--- src/rtl/uart_frame_rx.sv ---
// Frame parser between a FWFT UART receive FIFO and a valid/ready byte stream.
// Frame: SOF, LEN, LEN payload bytes, CHK (mod-2^DBIT sum of LEN and payload).
module uart_frame_rx #(
  parameter int              DBIT    = 8,
  parameter int              MAX_LEN = 16,
  parameter logic [DBIT-1:0] SOF     = 8'hA5,
  parameter int              TIMEOUT = 50000
) (
  input  logic            clk,
  input  logic            reset,
  input  logic [DBIT-1:0] rx_data,
  input  logic            rx_empty,
  output logic            rd_uart,
  output logic [DBIT-1:0] m_data,
  output logic            m_valid,
  output logic            m_last,
  input  logic            m_ready,
  output logic            frame_ok,
  output logic            frame_err,
  output logic [1:0]      err_code,
  output logic [2:0]      dbg_state
);

  // Handshake: a payload byte transfers on a rising edge where m_valid and
  // m_ready are both 1; while m_valid=1 and m_ready=0, m_data/m_last hold.

  localparam int AW = (MAX_LEN > 1) ? $clog2(MAX_LEN) : 1;
  localparam int IW = $clog2(MAX_LEN + 1);
  localparam int TW = (TIMEOUT > 1) ? $clog2(TIMEOUT) : 1;

  typedef enum logic [2:0] {
    S_IDLE    = 3'd0,
    S_LEN     = 3'd1,
    S_PAYLOAD = 3'd2,
    S_CHK     = 3'd3,
    S_EMIT    = 3'd4
  } state_t;

  state_t          state_q, state_d;
  logic [IW-1:0]   len_q, len_d;
  logic [IW-1:0]   idx_q, idx_d;
  logic [DBIT-1:0] sum_q, sum_d;
  logic [TW-1:0]   tmo_q, tmo_d;
  logic            ok_q, ok_d;
  logic            err_q, err_d;
  logic [1:0]      code_q, code_d;
  logic            wr_en;
  logic            pop;
  logic            at_last;
  logic [DBIT-1:0] buf_q [MAX_LEN];

  assign pop     = ~rx_empty && (state_q != S_EMIT);
  assign at_last = (idx_q == len_q - IW'(1));

  assign rd_uart   = pop && !reset;
  assign m_valid   = (state_q == S_EMIT);
  assign m_data    = m_valid ? buf_q[idx_q[AW-1:0]] : '0;
  assign m_last    = m_valid && at_last;
  assign frame_ok  = ok_q;
  assign frame_err = err_q;
  assign err_code  = code_q;
  assign dbg_state = state_q;

  always_ff @(posedge clk or posedge reset) begin
    if (reset) begin
      state_q <= S_IDLE;
      len_q   <= '0;
      idx_q   <= '0;
      sum_q   <= '0;
      tmo_q   <= '0;
      ok_q    <= 1'b0;
      err_q   <= 1'b0;
      code_q  <= 2'd0;
    end else begin
      state_q <= state_d;
      len_q   <= len_d;
      idx_q   <= idx_d;
      sum_q   <= sum_d;
      tmo_q   <= tmo_d;
      ok_q    <= ok_d;
      err_q   <= err_d;
      code_q  <= code_d;
    end
  end

  // Payload storage is plain memory; frames are only read after a full rewrite.
  always_ff @(posedge clk) begin
    if (wr_en) buf_q[idx_q[AW-1:0]] <= rx_data;
  end

  always_comb begin
    state_d = state_q;
    len_d   = len_q;
    idx_d   = idx_q;
    sum_d   = sum_q;
    tmo_d   = tmo_q;
    ok_d    = 1'b0;
    err_d   = 1'b0;
    code_d  = code_q;
    wr_en   = 1'b0;

    case (state_q)
      S_IDLE: begin
        tmo_d = '0;
        if (pop && rx_data == SOF) state_d = S_LEN;
      end

      S_LEN, S_PAYLOAD, S_CHK: begin
        if (pop) begin
          tmo_d = '0;
          if (state_q == S_LEN) begin
            if (rx_data == '0 || rx_data > DBIT'(MAX_LEN)) begin
              state_d = S_IDLE;
              err_d   = 1'b1;
              code_d  = 2'd1;
            end else begin
              len_d   = IW'(rx_data);
              sum_d   = rx_data;
              idx_d   = '0;
              state_d = S_PAYLOAD;
            end
          end else if (state_q == S_PAYLOAD) begin
            wr_en = 1'b1;
            sum_d = sum_q + rx_data;
            if (at_last) begin
              idx_d   = '0;
              state_d = S_CHK;
            end else begin
              idx_d = idx_q + IW'(1);
            end
          end else begin
            idx_d = '0;
            if (rx_data == sum_q) begin
              state_d = S_EMIT;
              ok_d    = 1'b1;
              code_d  = 2'd0;
            end else begin
              state_d = S_IDLE;
              err_d   = 1'b1;
              code_d  = 2'd2;
            end
          end
        end else if (tmo_q == TW'(TIMEOUT - 1)) begin
          // TIMEOUT-th consecutive empty cycle: abandon the partial frame.
          tmo_d   = '0;
          idx_d   = '0;
          state_d = S_IDLE;
          err_d   = 1'b1;
          code_d  = 2'd3;
        end else begin
          tmo_d = tmo_q + TW'(1);
        end
      end

      S_EMIT: begin
        if (m_ready) begin
          if (at_last) begin
            idx_d   = '0;
            state_d = S_IDLE;
          end else begin
            idx_d = idx_q + IW'(1);
          end
        end
      end

      default: state_d = S_IDLE;
    endcase
  end

endmodule

--- config.mk ---
export PLATFORM = sky130hd
export DESIGN_NAME = uart_frame_rx
export DESIGN_NICKNAME = d
export VERILOG_FILES = /design/src/rtl/uart_frame_rx.sv
export SDC_FILE = /design/constraint.sdc
export NUM_CORES = 1
export LEC_CHECK = 0
export BUFFER_PORTS_ARGS = -buffer_cell sky130_fd_sc_hd__buf_2
export CAP_MARGIN = 0
export CORE_ASPECT_RATIO = 1.1
export CORE_MARGIN = 2
export CORE_UTILIZATION = 60
export DETAILED_ROUTE_END_ITERATION = 10
export GPL_ROUTABILITY_DRIVEN = 0
export PLACE_DENSITY = 0.74
export SYNTH_ARGS = -nofsm -noshare
export SYNTH_HDL_FRONTEND = slang
export SYNTH_SLANG_ARGS = --single-unit
--- constraint.sdc ---
create_clock -name clk -period 2.6 [get_ports clk]
set_input_delay 0.52 -clock clk [delete_from_list [all_inputs] [get_ports clk]]
set_output_delay 0.52 -clock clk [all_outputs]
set_load 0.02 [all_outputs]
Word-level counts from Yosys, hierarchy flattened. Memory sizes are Yosys's and may differ from the RTL's. Cells that the tools add are included.

Memories: 1. Register bits: 41. Output and inout bits: 18. Bits in writable memories: 128. Input port bits: 12.

Mux-type cells: 50. Equality and inequality tests: 18. Bitwise logic cells: 2. $lt $le $gt $ge: 1. Add/sub/neg operators: 4. Reductions and logical operators: 18.

Memories: buf_q (words 16, bits a word 8, read ports 1, clocked after Yosys merged registers in 0, write ports 1, line 50) `logic [DBIT-1:0] buf_q [MAX_LEN];`.

Operator list (number): $mux W5 (7); $mux W16 (2); $mux W8 (4); $pmux W16 S2 (1); $mux W3 (9); $mux W1 (18); $add A16 B1 Y16 const B (1); $eq A16 B16 Y1 const B (1); $reduce_and A4 Y1 (4); $mux W2 (7); $pmux W5 S2 (1); $ne A3 B3 Y1 const B (3); $pmux W3 S3 (1); $add A8 B8 Y8 (1); $eq A8 B8 Y1 (1); $eq A8 B8 Y1 const B (1); $gt A8 B5 Y1 const B (1); $logic_not A8 Y1 (1); $reduce_bool A2 Y1 (4); $eq A3 B2 Y1 const B (2); $add A5 B1 Y5 const B (1); $eq A5 B5 Y1 (1); $ne A5 B5 Y1 const B (1); $reduce_and A5 Y1 (1); 13 further kinds (19).

Logic depth before layout (Yosys ltp). Gate-level depths: netlist of the first run.

Word-level depth: 7. Depth in mapped cells: 9. Depth with buffers taken out: 9.

Worst setup path after synthesis of the first run. OpenSTA, ideal clock, no wires.

Kind: reg2out. From: reg idx_q[0]. To: out m_data[0]. Data required time: 2.080 ns. Stages on the path, launching flop included: 6. Slack: 0.217 ns. Data arrival time: 1.863 ns. Cells stage by stage: dfrtp_1 > buf_6 > buf_12 > mux4_1 > mux4_2 > and2_1.

Cells in the longest elaborated chain, start to end: 2.

RTL lines: from (decl) (line 41) `logic [IW-1:0] idx_q, idx_d;`; from (signal assigned) (line 77) `idx_q <= idx_d;`; $mem_v2 Z16 W8; $mux W8 (line 57) `assign m_data = m_valid ? buf_q[idx_q[AW-1:0]] : '0;`; to (decl) (line 14) `output logic [DBIT-1:0] m_data,`.

No other way between the ends.

Final worst setup path of the first run.
From: reg idx_q[0]. To: out m_data[6].

The elaborated chain is that of the path after synthesis.

==> results.txt, run 1 <==
Setup CP Type: register to output pin
Total CTS buffers: 17
Placed Area: 8180 um^2
Failing checks: negative setup slack
Post-Syn Nets: 526
Post-synth ARST share: 24.3%
Port Buffers: 29
Post-synth top area cell: edfxtp_1
CTS HTree Levels: 4
Core area: 12,600 um^2
Vias: 4,469
Peak supply drop: 0.000464 V
Layout area overhead: 13.3%
Leakage: 0.00324 uW
Largest net degree at the start of global routing: 26
Final Setup Violations: 8
Data arrival, critical path: 2.45 ns
Fill count: 842
Post-synthesis sequential area ratio: 62.4%
Antenna violations before repair: 0
Netlist cell types: 67
CP required: 2.08 ns
Vias in the first global route: 4,559
Die width: 113 um
Via-to-Cell Ratio: 6.16
Avg WL per Cell: 21.8 um
Max Root-Sink Buffers: 2
Crit path time final: 2.97 ns
Most frequent cell after synthesis: edfxtp_1
Post-detailed-route DRC marker count: 0
Num rows: 43
Fin crit share: 114%
Post-Layout Cell Count: 726
Most used DFF post-synth: edfxtp_1
Overall routing resource usage: 24.6%
Final Hold Vio Count: 0
Clock sinks: 169
Total wire length: 15.8 mm
Clock Latency Late Sink: 0.43 ns
ANT cells: 0
Mean area per synthesized cell: 15.6 um^2
Die Footprint: 13,900 um^2
Synth Instances: 500
Post-route ant nets: 0
CTS tree: done
Final Skew: 0.0167 ns
Initial Util: 61.7%
Outcome: finished, violations left
Iteration-0 DRC Markers: 431
Clock Pin Slew Worst Setup and Hold Paths: 0.06 ns
First-pass GRT wire length: 25.1 mm
Max-slew violations: 0
Rel. slew slack: 63.5%
PD cells: 741 nW/um^2
Area share of the largest cell type after synthesis: 49.3%
CTS hold repair buffers: 0
Fmax: 336 MHz
Final net count: 582
EDFF count, synth: 128
Placed insts: 688
Finished Cell Area: 8840 um^2
Clock root buffer: clkbuf_16
Top cells by area, synth: edfxtp_1 49%, dfrtp_1 13%, mux4_1 7.1%, mux4_2 5.5%, ha_1 2.1%
Drt first pass iters: 5
Worst-Margin Slew: 0.548 ns
Register bit total from synthesis: 169
Top post-synthesis cells by count: 128 x edfxtp_1, 41 x dfrtp_1, 32 x nor2_1, 29 x o21ai_0, 27 x nand2_1
Worst hold path class: input port to async pin
DIE HEIGHT: 124 um
Worst Path Max Fanout: 7
Share of cells above drive strength 1: 27.4%
# IOs: 30
Worst setup SP type: register
DP HPWL: 10.3 mm
Total of max-cap violations: 0
Crit end category: output pin
Unrepaired setup endpoints after global routing: yes
Yosys synthesis warning count: 0
Total grt overflow: 0
PnR worst setup slack: -0.373 ns
Mapped cell area: 7800 um^2
## area by class of cell
class / count / area [um^2] / area share (%)
inverter: 13 / 48.8 / 0.552
clock inverter: 13 / 121 / 1.37
clock buffer: 19 / 433 / 4.90
tap: 157 / 196 / 2.22
sequential: 169 / 4870 / 55.1
timing repair buffer: 59 / 470 / 5.32
multi-input combinational: 296 / 2700 / 30.5
## final timing paths
| path | startpoint | endpoint | slack [ns] | cells after the start |
|---|---|---|---|---|
| max | idx_q[0] | m_data[6] | -0.37 | 6 |
| min | reset | frame_ok | 0.02 | 2 |
| max reg2reg | len_q[1] | dbg_state[1] | 0.22 | 9 |
| min reg2reg | tmo_q[15] | tmo_q[15] | 0.50 | 1 |
| max in group asynchronous | reset | tmo_q[4] | 1.72 | 4 |
| min in group clk | rx_data[0] | buf_q[14][0] | 0.45 | 1 |
## layout by cell type (no fill, tap or decap), types with 5 or more instances in the layout
master     count
nand2b_1       5
a21oi_1       10
and3_1        11
inv_1         13
edfxtp_1     128
mux4_2        34
xor2_1         6
buf_6         12
nor2_1        32
a22o_1         6
nor3_1         8
dfrtp_1       40
mux4_1         6
xnor2_1        9
ha_1          12
nand3_1        9
nand2_1       27
buf_4         25
and2_4        10
nand4_1        5
mux2_2         5
o21ai_0       29
and2_1         8
clkbuf_16     17
buf_2         20
## report_power, final
group          total [uW]  leakage (uW)  internal (uW)  switching [uW]
clock                2370      0.000259           1330            1040
sequential           3090       0.00170           3010            83.9
combinational        1090       0.00128            519             569
total                6550       0.00324           4860            1690
## worst max-delay path, cell delays in order (launching register included)
cell and delay (ns):
dfrtp_2 0.46, buf_6 0.15, buf_16 0.13, mux4_2 0.52, mux4_2 0.46, and2_4 0.17
buf_6 0.12
## logic make-up (layout without fill, tap and decap cells)
logic type / Yosys count / after routing / share of synthesized area, %
fa+ha+maj: 14 / 14 / 2.34
xor+xnor: 16 / 16 / 1.80
buf+inv: 35 / 104 / 2.95
compound gates: 71 / 71 / 5.98
mux: 50 / 50 / 14.0
simple gates: 145 / 145 / 10.5
flops: 169 / 169 / 62.4
## repair_timing
item                       in CTS  in global routing
gates cloned                    2                  0
setup endpoints to repair       9                  9
resized for setup              42                  9
pin swaps                       2                  3
setup buffers                   6                  2
## registers in the layout, indices dropped and copies added, names as in the netlist
| name | flops |
|---|---|
| buf_q | 128 |
| dbg_state | 3 |
| err_code | 2 |
| frame_err | 1 |
| frame_ok | 1 |
| idx_q | 5 |
| len_q | 5 |
| sum_q | 8 |
| tmo_q | 16 |
## stage by stage
step	worst slack, ns	hold slack (ns)	TNS, ns	power (uW)	utilization (%)
after floorplan	0.217	0.438	0	3920	-
after global placement	0.0919	0.460	0	4110	64.7
after detailed placement	0.0600	0.478	0	4150	64.7
after CTS	-0.389	0.0221	-2.87	6570	70.1
after global routing	-0.439	0.0587	-3.16	6820	69.9
final	-0.373	0.0214	-2.65	6550	69.9
## layer usage
layer  track usage (%)  share of wire [%]  vias to the layer above
met4              8.99                1.8                        0
met2              40.9                 51                      144
met3              5.84                4.8                       16
met5                 0                  0                        -
met1              32.3                 43                     2253
li1                  -                  -                     2056
Note: power is estimated with default switching activity, not from simulation.
==> run 2, diff against run 1 <==
CORE_ASPECT_RATIO = 1.25   (was 1.1)
==> run 2 against run 1 <==
- the run still ends with negative setup slack left
- core utilization is 0.51 points higher
- highest routed layer unchanged
- design area is 1.3% higher
- worst hold slack improved by 0.084 ns
- largest power group unchanged
- global-route usage rose by 1.6 points
- clock power rose by 6%
- largest cell class unchanged
- via count up 3.6%
- count of clock-buffer cells in the layout down 2
==> results.txt, run 2 (synthesized netlist as in run 1, its figures left out) <==
Critical path buffers and inverters: 3 (unchanged)
DIE HEIGHT: 131 um (+6.4%)
Drt first pass iters: 5 (unchanged)
Final Core Density: 70.4% (+0.51 points)
CP max-delay cell: mux4_2
Total CTS buffers: 17 (unchanged)
Fill count: 821 (-2.5%)
CP required: 2.08 ns (about the same)
DP HPWL: 10.6 mm (+2.4%)
Fmax: 335 MHz (-0.37%)
Leakage: 0.00329 uW (+1.4%)
Clock Latency Late Sink: 0.42 ns (about the same)
Port Buffers: 29 (unchanged)
Worst hold path class: input port to async pin
Commonest non-fill, non-tap cell in the layout: edfxtp_1
Max incr delay on CP: 0.55 ns (+0.03 ns)
Unrepaired setup endpoints after global routing: yes
Setup CP Type: register to output pin
Die Footprint: 13,900 um^2 (about the same)
Crit path time final: 2.98 ns (+0.0111 ns)
Largest net degree at the start of global routing: 28 (+7.7%)
Total wire length: 17.1 mm (+7.8%)
CTS tree: done
Layout area overhead: 14.8%
Pre-CTS setup slack: 0.0449 ns (-0.0151 ns)
# IOs: 30 (unchanged)
Fin crit share: 115% (+0.43 points)
Peak supply drop: 0.000453 V (-2.4%)
Worst setup SP type: register
Antenna violations before repair: 0 (unchanged)
Crit end category: output pin
Finished Cell Area: 8960 um^2 (+1.3%)
Initial Util: 61.3% (-0.37 points)
Worst Path Max Fanout: 6 (-1)
Overall routing resource usage: 26.2% (+1.6 points)
Die width: 106 um (-6.0%)
Hold slack final: 0.105 ns (+0.0838 ns)
Final Setup Violations: 9 (+1)
Max-slew violations: 0 (unchanged)
Failing checks: negative setup slack
Num rows: 46 (+7.0%)
First-pass GRT wire length: 26.9 mm (+7.1%)
Iteration-0 DRC Markers: 382 (-11%)
Placed insts: 699 (+1.6%)
Via-to-Cell Ratio: 6.27 (+1.8%)
Clock sinks: 169 (unchanged)
Vias in the first global route: 4,739 (+3.9%)
Max Root-Sink Buffers: 2 (unchanged)
CTS HTree Levels: 4 (unchanged)
Vias: 4,632 (+3.6%)
Max FFs per register: 128 (unchanged)
Top Family by Delay on Critical Path: multiplexers
Final Hold Vio Count: 0 (unchanged)
Final net count: 583 (+0.17%)
Post-Layout Cell Count: 739 (+1.8%)
Final Skew: 0.0124 ns (-0.00431 ns)
Avg WL per Cell: 23.1 um (+5.9%)
Data arrival, critical path: 2.46 ns (about the same)
Total of max-cap violations: 0 (unchanged)
Outcome: finished, violations left
Core area: 12,700 um^2 (+0.60%)
Worst-Margin Slew: 0.534 ns (-0.0135 ns)
PD cells: 756 nW/um^2 (+2.1%)
Placed Area: 8200 um^2 (+0.17%)
Clock Pin Slew Worst Setup and Hold Paths: 0.07 ns (about the same)
Share of cells above drive strength 1: 27.4% (-0.048 points)
Rel. slew slack: 64.4% (+0.90 points)
Total grt overflow: 0 (unchanged)
Most frequent cells in the layout: 128 x edfxtp_1, 40 x dfrtp_1, 36 x mux4_2
Reg-to-reg slack, setup: 0.17 ns (-0.05 ns)
Crit-path cells: buf_6, buf_12, mux4_2, mux4_2, and2_4, buf_6
Post-route ant nets: 0 (unchanged)
Clock root buffer: clkbuf_16
PnR worst setup slack: -0.384 ns (-0.0111 ns)
Post-detailed-route DRC marker count: 0 (unchanged)
[run 2: cell type report]
class | instances | area (um^2) | area share, %
flip-flops and latches | 169 | 4870 | 54.4
multi-input cells | 296 | 2680 | 30.0
repair buffers | 60 | 549 | 6.13
clock buffers | 17 | 425 | 4.75
well taps | 168 | 210 | 2.35
clock inverters | 15 | 168 | 1.87
inverters | 13 | 48.8 | 0.545
diodes | 1 | 2.50 | 0.0279
[run 2: routing by layer]
layer	vias to the layer above	global-route usage, %	part of all wire, %
met5	-	0	0
met4	0	8.19	2.6
met3	33	6.35	6.2
met2	183	45.7	54
met1	2352	32.4	37
li1	2064	-	-
[run 2: report_power, final]
part / total, uW / internal, uW / switching, uW
Combinational: 1160 / 564 / 601
Sequential: 3100 / 3010 / 85.5
Clock: 2510 / 1440 / 1080
[run 2: stage by stage]
stage                     TNS [ns]  power [uW]
final                        -2.86        6770
after global placement           0        4100
after floorplan                  0        3920
after CTS                    -2.85        6770
after global routing         -3.55        7030
after detailed placement         0        4150
[run 2: final timing paths]
kind,from,end,cells past startpoint
worst max register to register,idx_q[0],dbg_state[1],9
worst max-delay path,idx_q[0],m_data[2],6
worst min-delay path,reset,err_code[0],2
worst min register to register,tmo_q[15],tmo_q[15],1
max in group asynchronous,reset,idx_q[0],3
min in group clk,rx_data[0],sum_q[0],3
[run 2: what timing repair did]
item,CTS,global route
setup buffers,4,0
pin swaps,4,0
gates resized for setup,39,8
hold buffers,0,0
setup endpoints to repair,9,9
gates cloned,4,0
==> run 3, diff against run 2 <==
==> constraint.sdc (replaced) <==
create_clock -name clk -period 2.6 [get_ports clk]
set_input_delay 0.13 -clock clk [delete_from_list [all_inputs] [get_ports clk]]
set_output_delay 0.13 -clock clk [all_outputs]
set_load 0.02 [all_outputs]
==> run 3 against run 2 <==
- sequential cell count is the same
- global-route usage grew 0.58 points
- non-clock buffer count shrank 10
- critical path type unchanged
- critical path depth is the same
- via count shrank 1.3%
- final cell count shrank 1.6%
- design area shrank 1.2%
- first-iteration DRC count shrank 9.9%
- worst hold slack lost 0.065 ns
- total power is essentially flat
- sequential power is essentially flat
- the flow still finishes with violations (negative setup slack)
==> results.txt, run 3 (synthesized netlist as in run 1, its figures left out) <==
Post-route ant nets: 0 (unchanged)
Clock sinks: 169 (unchanged)
Worst-Margin Slew: 0.816 ns (+0.282 ns)
Setup CP Type: register to output pin
DIE HEIGHT: 131 um (unchanged)
Final Setup Violations: 2 (-7)
Fmax: 379 MHz (+13%)
First-pass GRT wire length: 27.1 mm (+0.82%)
Total wire length: 17.7 mm (+3.6%)
Die Footprint: 13,900 um^2 (unchanged)
Total of max-cap violations: 0 (unchanged)
Peak supply drop: 0.000473 V (+4.4%)
Crit. Startpoint: idx_q[0]
Final Skew: 0.0100 ns (-0.00236 ns)
Vias: 4,571 (-1.3%)
DP HPWL: 10.5 mm (-0.60%)
Leakage: 0.00324 uW (-1.6%)
Max FFs per register: 128 (unchanged)
Failing checks: negative setup slack
Rel. slew slack: 45.5% (-19 points)
Worst r2r src: idx_q[0]
Most frequent cells in the layout: 128 x edfxtp_1, 40 x dfrtp_1, 33 x mux4_2
Crit end category: output pin
Max Root-Sink Buffers: 2 (unchanged)
Worst Path Max Fanout: 7 (+1)
Max-slew violations: 0 (unchanged)
CP required: 2.47 ns (+0.39 ns)
Final net count: 573 (-1.7%)
Antenna violations before repair: 0 (unchanged)
Initial Util: 61.3% (unchanged)
Overall routing resource usage: 26.8% (+0.58 points)
Drt first pass iters: 7 (+2)
Unrepaired setup endpoints after global routing: yes
PD cells: 766 nW/um^2 (+1.3%)
Vias in the first global route: 4,639 (-2.1%)
Die width: 106 um (unchanged)
Outcome: finished, violations left
Fin crit share: 101% (-13 points)
CTS HTree Levels: 4 (unchanged)
Clock root buffer: clkbuf_16
Clock Pin Slew Worst Setup and Hold Paths: 0.07 ns (about the same)
Setup TNS: -0.0481 ns (+2.81 ns)
CTS tree: done
# IOs: 30 (unchanged)
Hold slack final: 0.0406 ns (-0.0645 ns)
Met1 Use GR: 34.6% (+2.2 points)
Total CTS buffers: 17 (unchanged)
Total grt overflow: 0 (unchanged)
Met2 global-route usage: 45.4% (-0.29 points)
Most Crowded Layer GR: met2
Final Hold Vio Count: 0 (unchanged)
Data arrival, critical path: 2.51 ns (+0.05 ns)
Commonest non-fill, non-tap cell in the layout: edfxtp_1
M3 GR Usage: 5.36% (-0.99 points)
Iteration-0 DRC Markers: 344 (-9.9%)
Crit path time final: 2.64 ns (-0.348 ns)
Worst hold path class: input port to register
Avg WL per Cell: 24.3 um (+5.3%)
Port Buffers: 29 (unchanged)
Largest net degree at the start of global routing: 26 (-7.1%)
Clock Latency Late Sink: 0.43 ns (about the same)
Num rows: 46 (unchanged)
Via-to-Cell Ratio: 6.29 (+0.31%)
Worst setup SP type: register
PnR worst setup slack: -0.0357 ns (+0.348 ns)
Share of cells above drive strength 1: 25.2% (-2.1 points)
Layout area overhead: 13.4%
ANT cells: 0 (-1)
Core area: 12,700 um^2 (unchanged)
HP Start: rx_data[0]
Post-detailed-route DRC marker count: 0 (unchanged)
==> run 3: changes by cell type in the layout (fill, tap and decap cells not counted), moves of 3 or more <==
cell and change:
mux4_2 -3, clkinvlp_4 +3, mux4_1 +3, buf_4 -12
clkinv_4 -3
==> run 3: cell type report <==
type                            instances  area [um^2]
Sequential cell                       169         4870
Fill cell                             853         3870
Multi-Input combinational cell        296         2670
Inverter                               13         48.8
Clock inverter                         13          169
Clock buffer                           18          429
Tap cell                              168          210
Timing Repair Buffer                   50          457
==> run 3: report_power, final <==
group	total [uW]	switching, uW	internal, uW	leakage (uW)
registers	3100	86.8	3010	0.00170
clock network	2590	1070	1520	0.000280
logic	1100	573	523	0.00126
total	6780	1730	5050	0.00324
==> run 3: final timing paths <==
check	to	slack [ns]	cells after the start
max	m_data[1]	-0.04	6
min	buf_q[14][0]	0.04	1
max reg2reg	dbg_state[1]	0.24	9
min reg2reg	tmo_q[15]	0.49	1
max in group asynchronous	tmo_q[13]	1.57	4
min in group asynchronous	err_code[0]	0.42	3
==> run 3: worst max-delay path: stages (launching register included) <==
cell and delay, ns:
dfrtp_2 0.41, buf_6 0.14, clkbuf_16 0.16, mux4_1 0.58, mux4_2 0.49, and2_4 0.18, buf_6 0.12
==> run 3: per-layer routing <==
metal | vias up | part of all wire [%] | wire (um)
met1 | 2320 | 39 | 6890
met4 | 0 | 2.2 | 387
li1 | 2036 | - | -
met2 | 186 | 54 | 9510
met5 | - | 0 | 0
met3 | 29 | 5.1 | 905
==> run 3: stage by stage <==
| stage | power, uW | setup slack (ns) | instance area, um^2 | std cells | util, % |
|---|---|---|---|---|---|
| finish | 6780 | -0.0357 | 8850 | 727 | 69.6 |
| global route | 7030 | -0.0603 | 8850 | 727 | 69.6 |
| CTS | 6740 | -0.0103 | 8780 | 725 | 69.0 |
| detailed placement | 4130 | 0.361 | 8090 | 687 | 63.6 |
| global placement | 4090 | 0.413 | 8090 | 687 | 63.6 |
| floorplan | 3920 | 0.526 | 7800 | 500 | - |
==> run 3: what timing repair did <==
action / CTS / global route
cloned: 2 / 2
gates resized for setup: 4 / 34
hold buffers: 1 / 0
hold endpoints to repair: 16 / 0
pin swaps: 0 / 1
setup endpoints to repair: 8 / 8
setup buffers: 4 / 0
